===== config.mk =====
export PLATFORM = sky130hd
export DESIGN_NAME = dcm_reset_sequencer_flat
export DESIGN_NICKNAME = d
export VERILOG_FILES = /design/src/rtl/dcm_reset_sequencer_if.sv /design/src/rtl/dcm_reset_sequencer.sv /design/src/flat_wrapper.sv
export SDC_FILE = /design/constraint.sdc
export NUM_CORES = 1
export LEC_CHECK = 0
export ABC_AREA = 0
export BUFFER_PORTS_ARGS = -buffer_cell sky130_fd_sc_hd__clkbuf_2
export CORE_MARGIN = 1
export CORE_UTILIZATION = 43
export CTS_CLUSTER_DIAMETER = 50
export DETAILED_ROUTE_END_ITERATION = 8
export GPL_TIMING_DRIVEN = 0
export PLACE_DENSITY = 0.76
export SYNTH_ARGS = -nofsm -noshare
export SYNTH_HDL_FRONTEND = slang
export SYNTH_SLANG_ARGS = --single-unit

===== constraint.sdc =====
create_clock -name clk -period 2 [get_ports clk]
set_input_delay 0.4 -clock clk [delete_from_list [all_inputs] [get_ports clk]]
set_output_delay 0.4 -clock clk [all_outputs]
set_load 0.01 [all_outputs]

===== src/rtl/dcm_reset_sequencer_if.sv =====
// Control/status bundle between the DCM reset sequencer and the DCM/system.
// master = sequencer side, slave = DCM and system side.
interface dcm_reset_sequencer_if;
   logic       dcm_locked;
   logic [7:0] dcm_status;
   logic       dcm_rst;
   logic       sys_rst;
   logic       ready;
   logic       lock_lost;
   logic [7:0] retry_count;

   modport master (
      input  dcm_locked,
      input  dcm_status,
      output dcm_rst,
      output sys_rst,
      output ready,
      output lock_lost,
      output retry_count
   );

   modport slave (
      output dcm_locked,
      output dcm_status,
      input  dcm_rst,
      input  sys_rst,
      input  ready,
      input  lock_lost,
      input  retry_count
   );
endinterface


===== src/rtl/dcm_reset_sequencer.sv =====
// Holds the system in reset until the DCM is locked and stable; re-resets
// the DCM on lock timeout, lock loss or input-clock-stopped status.
module dcm_reset_sequencer #(
   parameter int RST_PULSE_CYCLES = 4,
   parameter int LOCK_TIMEOUT     = 65535,
   parameter int SETTLE_CYCLES    = 16
) (
   input logic                   clk,
   input logic                   rst,
   dcm_reset_sequencer_if.master dcm
);

   localparam int MAX_AB = (RST_PULSE_CYCLES > LOCK_TIMEOUT) ?
                           RST_PULSE_CYCLES : LOCK_TIMEOUT;
   localparam int MAX_C  = (MAX_AB > SETTLE_CYCLES) ?
                           MAX_AB : SETTLE_CYCLES;
   localparam int CW     = $clog2(MAX_C + 1);

   localparam logic [CW-1:0] RST_LAST = CW'(RST_PULSE_CYCLES - 1);
   localparam logic [CW-1:0] TMO_LAST = CW'(LOCK_TIMEOUT - 1);
   localparam logic [CW-1:0] SET_LAST = CW'(SETTLE_CYCLES - 1);

   typedef enum logic [1:0] {
      RESET_DCM,
      WAIT_LOCK,
      SETTLE,
      RUN
   } state_t;

   state_t        state, nxt;
   logic [CW-1:0] cnt, cnt_nxt;
   logic [1:0]    lk_sync, stp_sync;
   logic          lk_s, stp_s, ok;
   logic          bump, lost;
   logic          unused_status;

   assign unused_status = ^{dcm.dcm_status[7:2], dcm.dcm_status[0]};
   assign lk_s  = lk_sync[1];
   assign stp_s = stp_sync[1];
   assign ok    = lk_s & ~stp_s;

   // Both inputs are asynchronous to clk.
   always_ff @(posedge clk or posedge rst) begin
      if (rst) begin
         lk_sync  <= '0;
         stp_sync <= '0;
      end else begin
         lk_sync  <= {lk_sync[0], dcm.dcm_locked};
         stp_sync <= {stp_sync[0], dcm.dcm_status[1]};
      end
   end

   always_ff @(posedge clk or posedge rst) begin
      if (rst) begin
         state <= RESET_DCM;
         cnt   <= '0;
      end else begin
         state <= nxt;
         cnt   <= cnt_nxt;
      end
   end

   always_comb begin
      nxt     = state;
      cnt_nxt = cnt + 1'b1;
      bump    = 1'b0;
      lost    = 1'b0;
      unique case (state)
         RESET_DCM: begin
            if (cnt == RST_LAST) begin
               nxt     = WAIT_LOCK;
               cnt_nxt = '0;
            end
         end
         WAIT_LOCK: begin
            if (ok) begin
               nxt     = SETTLE;
               cnt_nxt = '0;
            end else if (cnt == TMO_LAST) begin
               nxt     = RESET_DCM;
               cnt_nxt = '0;
               bump    = 1'b1;
            end
         end
         SETTLE: begin
            if (!ok) begin
               nxt     = RESET_DCM;
               cnt_nxt = '0;
               bump    = 1'b1;
            end else if (cnt == SET_LAST) begin
               nxt     = RUN;
               cnt_nxt = '0;
            end
         end
         RUN: begin
            cnt_nxt = '0;
            if (!ok) begin
               nxt  = RESET_DCM;
               bump = 1'b1;
               lost = 1'b1;
            end
         end
         default: begin
            nxt     = RESET_DCM;
            cnt_nxt = '0;
         end
      endcase
   end

   // Outputs are decoded from the next state so they line up with state.
   always_ff @(posedge clk or posedge rst) begin
      if (rst) begin
         dcm.dcm_rst     <= 1'b1;
         dcm.sys_rst     <= 1'b1;
         dcm.ready       <= 1'b0;
         dcm.lock_lost   <= 1'b0;
         dcm.retry_count <= '0;
      end else begin
         dcm.dcm_rst   <= (nxt == RESET_DCM);
         dcm.sys_rst   <= (nxt != RUN);
         dcm.ready     <= (nxt == RUN);
         dcm.lock_lost <= lost;
         if (bump && (dcm.retry_count != 8'hFF))
            dcm.retry_count <= dcm.retry_count + 8'd1;
      end
   end

endmodule


===== src/flat_wrapper.sv =====
// flat-port wrapper written by rule: the top's interface ports become plain ports
module dcm_reset_sequencer_flat 
#(
   parameter int RST_PULSE_CYCLES = 4,
   parameter int LOCK_TIMEOUT     = 65535,
   parameter int SETTLE_CYCLES    = 16
)
  (clk, rst, dcm_dcm_locked, dcm_dcm_status, dcm_dcm_rst, dcm_sys_rst, dcm_ready, dcm_lock_lost, dcm_retry_count);
  dcm_reset_sequencer_if dcm_i ();
  input logic clk;
  input logic rst;
  input wire logic [$bits(dcm_i.dcm_locked)-1:0] dcm_dcm_locked;
  input wire logic [$bits(dcm_i.dcm_status)-1:0] dcm_dcm_status;
  output wire logic [$bits(dcm_i.dcm_rst)-1:0] dcm_dcm_rst;
  output wire logic [$bits(dcm_i.sys_rst)-1:0] dcm_sys_rst;
  output wire logic [$bits(dcm_i.ready)-1:0] dcm_ready;
  output wire logic [$bits(dcm_i.lock_lost)-1:0] dcm_lock_lost;
  output wire logic [$bits(dcm_i.retry_count)-1:0] dcm_retry_count;
  assign dcm_i.dcm_locked = dcm_dcm_locked;
  assign dcm_i.dcm_status = dcm_dcm_status;
  assign dcm_dcm_rst = dcm_i.dcm_rst;
  assign dcm_sys_rst = dcm_i.sys_rst;
  assign dcm_ready = dcm_i.ready;
  assign dcm_lock_lost = dcm_i.lock_lost;
  assign dcm_retry_count = dcm_i.retry_count;
  dcm_reset_sequencer #(.RST_PULSE_CYCLES(RST_PULSE_CYCLES), .LOCK_TIMEOUT(LOCK_TIMEOUT), .SETTLE_CYCLES(SETTLE_CYCLES)) u_core (.clk(clk), .rst(rst), .dcm(dcm_i));
endmodule

==> impl_metrics.tcl, run 1 <==
set metrics [dict create \
    grt_pass1_vias 1168 \
    drive_above_1_share_pct 36.1 \
    fillCellCount 299 \
    clkSlewWorstSetupHoldPaths_ns 0.11 \
    root_buffer "clkbuf_4" \
    crit_start "u_core.cnt[6]" \
    whs_ns 0.149 \
    skew_ns 0.00928 \
    grt_use_met1_pct 20.6 \
    seq_area_frac_synth_pct 54.6 \
    multi_input_area_sq_um 776 \
    synth_area_leader_cell "dfrtp_1" \
    synth.cells.most_frequent "dfrtp_1, nor2_1, xor2_1" \
    drc 0 \
    vdd_drop_max_mv 0.493 \
    drtIter0Drc 80 \
    syn_area_sq_um 1560 \
    numPortBuffers 15 \
    vias 1221 \
    synth-seq-cells 34 \
    wl_mm 3.45 \
    overflow 0 \
    required_ns 2.24 \
    ys.flop_type "dfrtp_1" \
    max_slew.worst_pin.slew_ns 0.461 \
    die_w_microns 62.3 \
    cp_data_arrival_time_ns 2.41 \
    synth_enable_flop_cells 0 \
    antenna_cells 0 \
    postSynthAreaPerCell_sq_um 10.6 \
    fin_setup_tns_ns -1.93 \
    cts-buffers-inserted 5 \
    post_synth_num_cell_types 32 \
    clock.fmax_mhz 460 \
    cap_violations 0 \
    area_growth_pct 28.9 \
    gp_congestion 0.776 \
    rrSetupSlack_ns -0.18 \
    synthesis.nets 161 \
    async_flop_share_pct 100 \
    grt_pass1_wl_mm 5.26 \
    hp-class "input pin to flop" \
    slew_violations 0 \
    leakage_nw 0.942 \
    dr.pass1.iters 6 \
    min_period_ns 2.18 \
    met3_usage_pct 6.62 \
    htree_levels 2 \
    hpwl_mm 2.05 \
    rr_worst_depth 7 \
    grt_max_degree 35 \
    setup_viol 17 \
    rsz0062_at_grt "true" \
    busiest_layer "met2" \
    routed_via_density 5.33 \
    crit_path_start_kind "flop" \
    start_util_pct 45.8 \
    netlist_instances 147 \
    ys_warn_count 0 \
    num_rows 21 \
    final_hold_viol_count 0 \
    yosysTopAreaCellShare_pct 51.2 \
    cts.sinks 34 \
    clock_latency_ns 0.34 \
    cts_buffer_depth 2 \
    cts_tree "built" \
    nNetsFinal 196 \
    cp_max_fo 5 \
    endpoint_kind "flop" \
    post-route-period-util_pct 109 \
    outcome "finished with violations" \
    seqCellArea_sq_um 855 \
    yosysMostFrequentCell "dfrtp_1" \
    pin_count 23 \
    grtUsageMet2_pct 31.7 \
    crit_type "flop to flop" \
    worst_slack_ns -0.175 \
    power_density_nw_per_um2 991 \
    max_slew_margin_pct 69.0 \
    antenna_found_initial 0 \
    crit_end "u_core.cnt[13]" \
    dieHeight_microns 62.3 \
    avgRoutedWirePerCell_microns 15.0 \
    grtUsageTotal_pct 18.1 \
    dp.cells 208 \
    violations "negative setup slack" \
    r2r_end "u_core.cnt[13]" \
    ant_nets 0 \
    rr_startpoint "u_core.cnt[6]" \
    coreArea_sq_um 3420 \
    synth_area_leaders "dfrtp_1, xor2_1, nor2_1" \
    layout.cells.non_filler 229 \
    fp.dieArea_sq_um 3880 \
]
[worst min path at each step]
stage	depth (start not counted)	slack [ns]	start	end
global placement	0	0.33	u_core.lk_sync[0]	u_core.lk_sync[1]
CTS	1	0.14	dcm_dcm_status[1]	u_core.stp_sync[0]
global route	1	0.13	dcm_dcm_locked	u_core.lk_sync[0]
finish	1	0.15	dcm_dcm_locked	u_core.lk_sync[0]
detailed placement	0	0.34	u_core.stp_sync[0]	u_core.stp_sync[1]
floorplan	0	0.33	u_core.lk_sync[0]	u_core.lk_sync[1]
[cell families after synthesis]
family / synth area share, %
compound gates: 4.32
xor+xnor: 11.8
fa+ha+maj: 2.40
buf+inv: 2.88
flops: 54.6
mux: 0.721
simple gates: 23.3
[sequential cells by signal (all words and copies together) (netlist names)]
signal and flops:
u_core.stp_sync 2, u_core.dcm.lock_lost 1, u_core.cnt 16, u_core.lk_sync 2, u_core.dcm.dcm_rst 1, u_core.dcm.sys_rst 1
u_core.dcm.ready 1, u_core.dcm.retry_count 8, u_core.state 2
[critical path: stages, from the launching register on]
cell and delay (ns):
dfrtp_1 0.41, or4_4 0.55, and4bb_2 0.36, nor3_4 0.06
a311oi_4 0.30, buf_4 0.19, buf_6 0.13, nor2_1 0.05
[area by class of cell]
type / count / share of cell area [%]
Buffer: 1 / 0.559
Clock buffer: 5 / 1.86
Clock inverter: 3 / 2.24
Inverter: 8 / 1.49
Multi-Input combinational cell: 103 / 38.5
Sequential cell: 34 / 42.4
Tap cell: 46 / 2.86
Timing Repair Buffer: 29 / 10.1
[routing by layer]
| metal | part of all wire [%] | wire length (microns) |
|---|---|---|
| met5 | 0 | 0 |
| met4 | 2.4 | 84 |
| met3 | 6.2 | 215 |
| met2 | 51 | 1770 |
| met1 | 40 | 1370 |
[what timing repair did]
item	in CTS	in global routing
resized for setup	4	27
hold buffers	0	1
setup endpoints to repair	16	23
hold endpoints to repair	0	7
setup buffers	10	3
gates cloned	1	0
pin swaps	2	8
[cell usage in the layout, fill, tap and decap left out, types with 6 or more instances in the layout]
master and n:
xor2_1 15, nand2_1 10, clkbuf_2 15, nor2_1 14
nand3_1 8, nor2_2 10, xnor2_1 6, dfrtp_1 31
inv_1 7, buf_4 11
[stage by stage]
step | utilization [%] | setup slack, ns | power (mW) | area, sq um
6_report | 59.0 | -0.175 | 2.00 | 2010
5_1_grt | 59.0 | -0.225 | 2.10 | 2010
4_1_cts | 55.0 | -0.0884 | 1.86 | 1880
3_5_place_dp | 49.6 | -0.215 | 1.22 | 1700
3_3_place_gp | 49.6 | -0.132 | 1.20 | 1700
2_1_floorplan | - | 0.0454 | 1.12 | 1560
[power by group]
| group | switching [mW] | total (mW) | leakage, nW | internal (mW) |
|---|---|---|---|---|
| sequential | 0.101 | 0.868 | 0.451 | 0.766 |
| clock | 0.246 | 0.508 | 0.0374 | 0.262 |
| combinational | 0.317 | 0.622 | 0.453 | 0.305 |
| total | 0.664 | 2.00 | 0.942 | 1.33 |
Note: power is estimated with default switching activity, not from simulation.
==> run 2: changes to the inputs <==
Settings changed: SKIP_LAST_GASP set to 1.
==> run 2 against run 1 <==
Against the previous run:
- the flow still finishes with violations (negative setup slack)
- first-iteration DRC count increased by 13%
- utilization decreased by 0.15 points
- sequential share of layout area increased by 0.11 points
- setup slack improved by 0.0049 ns
- flip-flop and latch count unchanged
- clock skew decreased by 0.00066 ns
- global-route usage unchanged
- final area decreased by 0.25%
- maximum frequency increased by 0.23%
- clock-buffer cell count unchanged
- critical path type unchanged
- largest cell class unchanged
==> impl_metrics.tcl, run 2 (synthesis gave the netlist of run 1 again) <==
set metrics [dict create \
    crit_type "flop to flop" \
    finalInstanceArea_sq_um 2010 \
    skew_ns 0.00862 \
    grt_pass1_wl_mm 5.26 \
    htree_levels 2 \
    fp.dieArea_sq_um 3880 \
    cts-buffers-inserted 5 \
    cts.sinks 34 \
    final_hold_viol_count 0 \
    num_rows 21 \
    cts_tree "built" \
    setup_viol 16 \
    area_growth_pct 28.6 \
    max_slew.worst_pin.slew_ns 0.461 \
    grt_max_degree 35 \
    coreArea_sq_um 3420 \
    grtUsageTotal_pct 18.1 \
    nNetsFinal 196 \
    drive_above_1_share_pct 35.5 \
    vias 1211 \
    antenna_cells 0 \
    clock.fmax_mhz 461 \
    required_ns 2.24 \
    root_buffer "clkbuf_4" \
    layout_commonest_cell "dfrtp_1" \
    cap_violations 0 \
    fillCellCount 299 \
    endpoint_kind "flop" \
    wl_mm 3.39 \
    cts_buffer_depth 2 \
    outcome "finished with violations" \
    routed_via_density 5.29 \
    clock_latency_ns 0.35 \
    largest_reg_flops 16 \
    hp-class "input pin to flop" \
    start_util_pct 45.8 \
    numPortBuffers 15 \
    vdd_drop_max_mv 0.493 \
    min_period_ns 2.17 \
    leakage_nw 0.942 \
    ant_nets 0 \
    power_density_nw_per_um2 992 \
    multi_input_area_sq_um 771 \
    final_cell_mix "dfrtp_1, xor2_1, clkbuf_2" \
    top_register "u_core.cnt" \
    drc 0 \
    hpwl_mm 2.05 \
    p_total_mw 1.99 \
    overflow 0 \
    gp_congestion 0.776 \
    fin_setup_tns_ns -1.89 \
    drtIter0Drc 90 \
    dieHeight_microns 62.3 \
    whs_ns 0.150 \
    reg_top3 "u_core.cnt (16), u_core.dcm.retry_count (8)" \
    rrSetupSlack_ns -0.17 \
    cp_max_fo 5 \
    crit_path_start_kind "flop" \
    post-route-period-util_pct 109 \
    worst_slack_ns -0.170 \
    antenna_found_initial 0 \
    clkSlewWorstSetupHoldPaths_ns 0.11 \
    placed_area_sq_um 1700 \
    grt_pass1_vias 1168 \
    rsz0062_at_grt "true" \
    slew_violations 0 \
    avgRoutedWirePerCell_microns 14.8 \
    pin_count 23 \
    dr.pass1.iters 6 \
    max_slew_margin_pct 69.0 \
    die_w_microns 62.3 \
    cp_data_arrival_time_ns 2.41 \
    seqCellArea_sq_um 855 \
    violations "negative setup slack" \
]
run 2: final cells by class:
cell class / instances / share of cell area (%)
Buffer: 1 / 0.560
Inverter: 8 / 1.49
Tap cell: 46 / 2.86
Timing Repair Buffer: 29 / 10.1
Multi-Input combinational cell: 103 / 38.4
Clock inverter: 3 / 2.24
Clock buffer: 5 / 1.87
Sequential cell: 34 / 42.5
run 2: worst paths after layout:
check	from	to	cells past startpoint
max	u_core.cnt[6]	u_core.cnt[13]	7
min	dcm_dcm_locked	u_core.lk_sync[0]	1
max reg2reg	u_core.cnt[6]	u_core.cnt[13]	7
min reg2reg	u_core.stp_sync[0]	u_core.stp_sync[1]	0
max in group asynchronous	rst	u_core.dcm.sys_rst	4
min in group asynchronous	rst	u_core.dcm.retry_count[5]	3
run 2: layer usage:
metal | routed length (microns) | vias to the layer above | global-route usage (%)
li1 | - | 570 | -
met1 | 1360 | 590 | 20.6
met2 | 1770 | 41 | 31.7
met3 | 191 | 10 | 6.62
met4 | 66 | 0 | 5.23
met5 | 0 | - | 0
run 2: timing repair:
| action | 4_1_cts | 5_1_grt |
|---|---|---|
| endpoints found under the hold margin | 0 | 7 |
| setup endpoints to repair | 16 | 23 |
| cloned | 1 | 0 |
| buffers inserted | 10 | 3 |
| resized for setup | 4 | 26 |
| hold buffers | 0 | 1 |
| pin swaps | 2 | 8 |
run 2: report_power, final:
group	switching (mW)	internal (mW)	leakage [nW]	total (mW)
Sequential	0.101	0.766	0.451	0.867
Clock	0.245	0.262	0.0374	0.507
Combinational	0.314	0.304	0.453	0.619
Total	0.660	1.33	0.942	1.99
run 2: critical path, cell delays in order, from the launching register on:
cell and delay (ns):
dfrtp_1 0.41, or4_4 0.55, and4bb_2 0.36, nor3_4 0.06, a311oi_4 0.30, buf_4 0.19, buf_6 0.13, nor2_1 0.05
run 2: per-stage QoR:
stage          worst slack [ns]  util, %  cells
4_1_cts                 -0.0884     55.0    227
3_3_place_gp             -0.132     49.6    208
6_report                 -0.170     58.8    229
3_5_place_dp             -0.215     49.6    208
5_1_grt                  -0.225     58.8    229
2_1_floorplan            0.0454        -    147
